File: src/rtl/pipeline_hazard_ctrl_if.sv
// pipeline_hazard_ctrl_if: hazard-sequencer signal bundle between the pipeline datapath (master) and the controller (slave)
interface pipeline_hazard_ctrl_if #(
    parameter int CNT_W = 16
);
    logic [4:0]       id_rs1;
    logic [4:0]       id_rs2;
    logic             id_uses_rs1;
    logic             id_uses_rs2;
    logic [4:0]       ex_dest_reg;
    logic [1:0]       ex_mem_read;
    logic             ex_reg_write_enable;
    logic             ex_pc_sel;
    logic             ex_mdu_start;
    logic             mdu_done;
    logic             pc_write_en;
    logic             if_id_write_en;
    logic             id_ex_write_en;
    logic             ex_ma_write_en;
    logic             if_id_flush;
    logic             id_ex_flush;
    logic             ex_ma_bubble;
    logic [CNT_W-1:0] stall_count;
    logic             mdu_timeout;

    modport master (
        output id_rs1, id_rs2, id_uses_rs1, id_uses_rs2, ex_dest_reg, ex_mem_read,
               ex_reg_write_enable, ex_pc_sel, ex_mdu_start, mdu_done,
        input  pc_write_en, if_id_write_en, id_ex_write_en, ex_ma_write_en,
               if_id_flush, id_ex_flush, ex_ma_bubble, stall_count, mdu_timeout
    );

    modport slave (
        input  id_rs1, id_rs2, id_uses_rs1, id_uses_rs2, ex_dest_reg, ex_mem_read,
               ex_reg_write_enable, ex_pc_sel, ex_mdu_start, mdu_done,
        output pc_write_en, if_id_write_en, id_ex_write_en, ex_ma_write_en,
               if_id_flush, id_ex_flush, ex_ma_bubble, stall_count, mdu_timeout
    );
endinterface

File: src/rtl/pipeline_hazard_ctrl.sv
// pipeline_hazard_ctrl: stall/flush sequencer for load-use, taken branches and multi-cycle MDU ops
module pipeline_hazard_ctrl #(
    parameter int MDU_TIMEOUT_CYCLES = 40,
    parameter int CNT_W              = 16
) (
    input logic                  i_clk,
    input logic                  i_rst,
    pipeline_hazard_ctrl_if.slave io_hz
);
    localparam int WW = $clog2(MDU_TIMEOUT_CYCLES + 1);
    localparam logic [WW-1:0] LAST = WW'(MDU_TIMEOUT_CYCLES - 1);

    typedef enum logic {RUN, MDU_WAIT} state_t;

    state_t           r_state;
    logic [WW-1:0]    r_wait_cnt;
    logic [CNT_W-1:0] r_stall_count;
    logic             r_mdu_timeout;
    logic             w_load_use;
    logic             w_mdu_enter;
    logic             w_release;
    logic             w_hold;
    logic             w_lu;
    logic             w_br;
    logic             w_pc_we;

    assign w_load_use = (io_hz.ex_mem_read != 2'd0) && io_hz.ex_reg_write_enable && (io_hz.ex_dest_reg != 5'd0) &&
                        ((io_hz.id_uses_rs1 && io_hz.id_rs1 == io_hz.ex_dest_reg) ||
                         (io_hz.id_uses_rs2 && io_hz.id_rs2 == io_hz.ex_dest_reg));
    assign w_mdu_enter = r_state == RUN && !io_hz.ex_pc_sel && io_hz.ex_mdu_start && !io_hz.mdu_done;
    assign w_release   = r_state == MDU_WAIT && (io_hz.mdu_done || r_wait_cnt >= LAST);

    // Reset is asynchronous, so the overrides are gated with i_rst to force defaults immediately
    assign w_hold  = !i_rst && (w_mdu_enter || (r_state == MDU_WAIT && !w_release));
    assign w_br    = !i_rst && r_state == RUN && io_hz.ex_pc_sel;
    assign w_lu    = !i_rst && r_state == RUN && !io_hz.ex_pc_sel && !io_hz.ex_mdu_start && w_load_use;
    assign w_pc_we = !(w_hold || w_lu);

    assign io_hz.pc_write_en    = w_pc_we;
    assign io_hz.if_id_write_en = w_pc_we;
    assign io_hz.id_ex_write_en = !w_hold;
    assign io_hz.ex_ma_write_en = !w_hold;
    assign io_hz.if_id_flush    = w_br;
    assign io_hz.id_ex_flush    = w_br || w_lu;
    assign io_hz.ex_ma_bubble   = w_hold;
    assign io_hz.stall_count    = r_stall_count;
    assign io_hz.mdu_timeout    = r_mdu_timeout;

    always_ff @(posedge i_clk or posedge i_rst) begin
        if (i_rst) begin
            r_state       <= RUN;
            r_wait_cnt    <= '0;
            r_stall_count <= '0;
            r_mdu_timeout <= 1'b0;
        end else begin
            if (r_state == RUN) begin
                r_state    <= w_mdu_enter ? MDU_WAIT : RUN;
                r_wait_cnt <= w_mdu_enter ? WW'(1) : '0;
            end else begin
                r_state    <= w_release ? RUN : MDU_WAIT;
                r_wait_cnt <= w_release ? '0 : r_wait_cnt + WW'(1);
                if (w_release && !io_hz.mdu_done)
                    r_mdu_timeout <= 1'b1;
            end
            if (!w_pc_we && r_stall_count != '1)
                r_stall_count <= r_stall_count + CNT_W'(1);
        end
    end
endmodule

File: src/flat_wrapper.sv
// flat-port wrapper written by rule: the top's interface ports become plain ports
module pipeline_hazard_ctrl_flat 
#(
    parameter int MDU_TIMEOUT_CYCLES = 40,
    parameter int CNT_W              = 16
)
  (i_clk, i_rst, io_hz_id_rs1, io_hz_id_rs2, io_hz_id_uses_rs1, io_hz_id_uses_rs2, io_hz_ex_dest_reg, io_hz_ex_mem_read, io_hz_ex_reg_write_enable, io_hz_ex_pc_sel, io_hz_ex_mdu_start, io_hz_mdu_done, io_hz_pc_write_en, io_hz_if_id_write_en, io_hz_id_ex_write_en, io_hz_ex_ma_write_en, io_hz_if_id_flush, io_hz_id_ex_flush, io_hz_ex_ma_bubble, io_hz_stall_count, io_hz_mdu_timeout);
  pipeline_hazard_ctrl_if #(.CNT_W(CNT_W)) io_hz_i ();
  input logic i_clk;
  input logic i_rst;
  input wire logic [$bits(io_hz_i.id_rs1)-1:0] io_hz_id_rs1;
  input wire logic [$bits(io_hz_i.id_rs2)-1:0] io_hz_id_rs2;
  input wire logic [$bits(io_hz_i.id_uses_rs1)-1:0] io_hz_id_uses_rs1;
  input wire logic [$bits(io_hz_i.id_uses_rs2)-1:0] io_hz_id_uses_rs2;
  input wire logic [$bits(io_hz_i.ex_dest_reg)-1:0] io_hz_ex_dest_reg;
  input wire logic [$bits(io_hz_i.ex_mem_read)-1:0] io_hz_ex_mem_read;
  input wire logic [$bits(io_hz_i.ex_reg_write_enable)-1:0] io_hz_ex_reg_write_enable;
  input wire logic [$bits(io_hz_i.ex_pc_sel)-1:0] io_hz_ex_pc_sel;
  input wire logic [$bits(io_hz_i.ex_mdu_start)-1:0] io_hz_ex_mdu_start;
  input wire logic [$bits(io_hz_i.mdu_done)-1:0] io_hz_mdu_done;
  output wire logic [$bits(io_hz_i.pc_write_en)-1:0] io_hz_pc_write_en;
  output wire logic [$bits(io_hz_i.if_id_write_en)-1:0] io_hz_if_id_write_en;
  output wire logic [$bits(io_hz_i.id_ex_write_en)-1:0] io_hz_id_ex_write_en;
  output wire logic [$bits(io_hz_i.ex_ma_write_en)-1:0] io_hz_ex_ma_write_en;
  output wire logic [$bits(io_hz_i.if_id_flush)-1:0] io_hz_if_id_flush;
  output wire logic [$bits(io_hz_i.id_ex_flush)-1:0] io_hz_id_ex_flush;
  output wire logic [$bits(io_hz_i.ex_ma_bubble)-1:0] io_hz_ex_ma_bubble;
  output wire logic [$bits(io_hz_i.stall_count)-1:0] io_hz_stall_count;
  output wire logic [$bits(io_hz_i.mdu_timeout)-1:0] io_hz_mdu_timeout;
  assign io_hz_i.id_rs1 = io_hz_id_rs1;
  assign io_hz_i.id_rs2 = io_hz_id_rs2;
  assign io_hz_i.id_uses_rs1 = io_hz_id_uses_rs1;
  assign io_hz_i.id_uses_rs2 = io_hz_id_uses_rs2;
  assign io_hz_i.ex_dest_reg = io_hz_ex_dest_reg;
  assign io_hz_i.ex_mem_read = io_hz_ex_mem_read;
  assign io_hz_i.ex_reg_write_enable = io_hz_ex_reg_write_enable;
  assign io_hz_i.ex_pc_sel = io_hz_ex_pc_sel;
  assign io_hz_i.ex_mdu_start = io_hz_ex_mdu_start;
  assign io_hz_i.mdu_done = io_hz_mdu_done;
  assign io_hz_pc_write_en = io_hz_i.pc_write_en;
  assign io_hz_if_id_write_en = io_hz_i.if_id_write_en;
  assign io_hz_id_ex_write_en = io_hz_i.id_ex_write_en;
  assign io_hz_ex_ma_write_en = io_hz_i.ex_ma_write_en;
  assign io_hz_if_id_flush = io_hz_i.if_id_flush;
  assign io_hz_id_ex_flush = io_hz_i.id_ex_flush;
  assign io_hz_ex_ma_bubble = io_hz_i.ex_ma_bubble;
  assign io_hz_stall_count = io_hz_i.stall_count;
  assign io_hz_mdu_timeout = io_hz_i.mdu_timeout;
  pipeline_hazard_ctrl #(.MDU_TIMEOUT_CYCLES(MDU_TIMEOUT_CYCLES), .CNT_W(CNT_W)) u_core (.i_clk(i_clk), .i_rst(i_rst), .io_hz(io_hz_i));
endmodule
File: config.mk
export PLATFORM = sky130hd
export DESIGN_NAME = pipeline_hazard_ctrl_flat
export DESIGN_NICKNAME = d
export VERILOG_FILES = /design/src/rtl/pipeline_hazard_ctrl_if.sv /design/src/rtl/pipeline_hazard_ctrl.sv /design/src/flat_wrapper.sv
export SDC_FILE = /design/constraint.sdc
export NUM_CORES = 1
export LEC_CHECK = 0
export BUFFER_PORTS_ARGS = -buffer_cell sky130_fd_sc_hd__buf_2
export CAP_MARGIN = 20
export CORE_MARGIN = 5
export CORE_UTILIZATION = 49
export DETAILED_ROUTE_END_ITERATION = 7
export GPL_TIMING_DRIVEN = 0
export PLACE_DENSITY = 0.74
export REMOVE_ABC_BUFFERS = 1
export SLEW_MARGIN = 5
export SYNTH_ARGS = -nofsm -noshare
export SYNTH_HDL_FRONTEND = slang
export SYNTH_SLANG_ARGS = --single-unit
File: constraint.sdc
create_clock -name i_clk -period 2.4 [get_ports i_clk]
set_input_delay 0.12 -clock i_clk [delete_from_list [all_inputs] [get_ports i_clk]]
set_output_delay 0.12 -clock i_clk [all_outputs]
set_load 0.005 [all_outputs]
==> key figures <==
Clock tree
  – Maximum clock path buffer count: 2
  – Worst-skew pair later-pin latency: approximately 300 ps
  – CTS Root Cell: clkbuf_4
  – Clk sinks: 24
  – # H-tree levels: 1
  – Clk slew on worst S/H paths: between 100 and 150 ps
  – Cts repair resizes: 0
  – TritonCTS clock tree: done
  – Num CTS Buffers: 3

Synthesis
  – Ranking of synthesized cells by area: dfrtp_1, xnor2_1, xor2_1
  – Mapped Cells: roughly 140
  – Synth Area in XOR/XNOR: between 10% and 20%
  – Mapped Area: ~1400 sq um
  – Post-synthesis sequential area ratio: between 40% and 50%
  – Synth cell types: 36
  – Area leader, netlist: dfrtp_1
  – Post-synth top flop: dfrtp_1
  – Largest family of logic cells by synthesized area: simple AND/OR/NAND/NOR gates
  – Ys Warns: 0
  – Number of flops mapped to enable cells by yosys: 0
  – Post-synthesis compound-gate area fraction: a little over 10%
  – Syn Area/Cell: 10.07 sq um
  – Post-synth ARST share: 100.0%
  – #FFs+latches synth: 24
  – Cell with the most instances after synthesis: dfrtp_1
  – Post-synthesis mux area share: 1.850%
  – Simple-gate share of the synthesized area: 25.64%
  – Adder-Cell Fraction of Synth Area: 1.762%
  – Synth top area share: a little over two fifths
  – Commonest cells post-synth: dfrtp_1, nor2_1, xnor2_1

Detailed routing
  – ANT nets after route: 0
  – WL/cell: between 10 and 15 microns
  – Drt total wl: just over 3000 microns
  – DR vias/cell: ~5.5
  – Drt drc: 0
  – Vias: between 1000 and 1500
  – Drt pass-1 iters: 4
  – Initial DRC count: 36

Setup path
  – R2r endpoint: u_core.io_hz.stall_count[10]
  – Most used cell, CP: inv_2
  – Worst R2R Path Depth: 8
  – Worst Path Arrival: 2170 ps
  – Reg-to-reg slack, setup: around 200 ps
  – CP max stage cell: dfrtp_1
  – CP Launch Point: u_core.r_wait_cnt[0]
  – Critical path's largest stage delay: around 430 ps
  – Crit end category: output port
  – Worst EP required: around 2300 ps
  – CP delay by family, top: compound AO/OA/AOI/OAI gates
  – WP buf/inv: 3
  – CP Cell Sequence: ha_1, a211o_1, a221oi_4, and2_4, inv_2, o21ai_4, inv_2, buf_2
  – Crit. path cell count: 8
  – FF-to-FF Start: u_core.r_wait_cnt[0]
  – Setup CP Type: reg -> out
  – CP Launch Type: register
  – Critical path fanouts, max: 8

STA
  – Final Skew: around 1.6 ps
  – Actual slew at the worst max-slew pin: approximately 950 ps
  – Hold Fails Final Rpt: 0
  – Max transition margin: between 30% and 40%
  – Final setup viols: 0
  – Final WS setup: roughly 110 ps
  – Final Critical Period: 2286 ps
  – Max Slew Vio Count: 0
  – Peak Freq: about 440 MHz
  – Period Utilization, post-route: a little over nine tenths

Global route
  – Largest net degree at the start of global routing: 26
  – Total Routing Usage GR: 16.20%
  – Vias in the first global route: roughly 1300
  – Antenna violations before repair: 0
  – First-pass GRT wire length: 5526 microns
  – GRT Residual Overflow: 0

Floorplan
  – Starting density of the core: about half
  – Rows: 19
  – Die Wd: ~64 microns
  – Core area: 2758 sq um
  – DIE HEIGHT: between 60 and 70 microns
  – Io pins: approximately 50
  – Die footprint: approximately 4000 sq um

Run status
  – Outcome: complete, no violations

Finish
  – Layout area overhead: 21.41%
  – Number of fill cells: ~240
  – Antenna Cells: 0
  – Final #Nets: 221
  – Post-layout util: between 60% and 70%
  – Share of layout cells above drive strength 1: 33.85%

Placed design
  – HPWL Detailed: roughly 2500 microns
  – Pre-CTS setup slack: 169.1 ps
  – Gpl congestion: between 0.8 and 0.9
  – Port buffer count: between 40 and 50

Flow run
  – Max cap viols: 0

Pwr
  – Power density over the cells: 520.0 nW/um^2
  – Power Total: ~900 uW
  – Lkg Pwr: roughly 0.00083 uW
  – Maximum vdd drop: between 0.3 and 0.4 mV

Hold path
  – Worst Hold Class: in -> async
per-layer routing:
metal	up-vias	share of wire, %	global-route usage (%)	wire, microns
li1	597	-	-	-
met1	575	42	19.05	1286
met2	45	49	29.02	1488
met3	4	7.8	3.327	239
met4	0	1.3	5.455	39
met5	-	0	0	0
how the worst max path moves through the flow:
stage,endpoint,slack (ps)
final,io_hz_pc_write_en,110
after global routing,io_hz_pc_write_en,-8
after CTS,io_hz_pc_write_en,50
after detailed placement,u_core.io_hz.stall_count[10],170
after global placement,u_core.io_hz.stall_count[10],220
after floorplan,u_core.io_hz.stall_count[10],310
what timing repair did:
action / CTS / global route
buffers inserted: 0 / 1
setup endpoints to repair: 0 / 2
endpoints found under the hold margin: 1 / 0
hold buffers: 1 / 0
placed cells by master, fill, tap and decap left out, drive strengths merged, types with 3 or more instances in the layout:
master,netlist,routed
and3,6,6
nand2,11,11
nor2,17,17
xor2,10,10
xnor2,15,15
dfrtp,24,24
clkbuf,0,3
inv,6,6
and2,5,5
nand3,10,10
o22ai,3,3
buf,2,49
nand4,7,7
cell families (layout without fill, tap and decap cells):
logic type      after synthesis  count (layout)
flops                        24              24
mux                           2               2
xor+xnor                     25              25
compound gates               15              15
buf+inv                       8              59
fa+ha+maj                     2               2
simple gates                 65              65
worst reg2reg max path, delay by kind of cell, from the launching register on:
kind	cells	cell delay (ps)
and+or+nand+nor	2	320
buffers and inverters	1	60
adders and majority gates	1	250
AOI/OAI and AO/OA	3	730
muxes	1	310
DFF	1	430
through the flow:
stage,TNS (ps),hold WS (ps),std cells,area [sq um]
3_3_place_gp,0,323.1,218,1684
2_1_floorplan,0,143.0,139,1405
6_report,0,48.94,223,1724
4_1_cts,0,70.16,222,1717
3_5_place_dp,0,325.8,218,1684
5_1_grt,-15.09,111.9,223,1724
layout make-up:
cell class | count | area (sq um) | share of cell area (%)
repair buffers | 50 | 257.7 | 14.95
flip-flops and latches | 24 | 600.6 | 34.83
multi-input cells | 109 | 782.0 | 45.36
well taps | 31 | 38.79 | 2.250
inverters | 6 | 22.52 | 1.306
clock buffers | 3 | 22.52 | 1.306
power by group:
group          total, uW  switching, uW  internal [uW]  leakage, uW
clock                169            111           58.6    0.0000138
combinational        221            106            115     0.000501
sequential           507           57.5            449     0.000317
state kept, by name, indices dropped and copies added (netlist names):
signal and cells:
u_core.io_hz.stall_count 16, u_core.io_hz.mdu_timeout 1, u_core.r_state 1, u_core.r_wait_cnt 6
(Power assumes the default switching activity.)
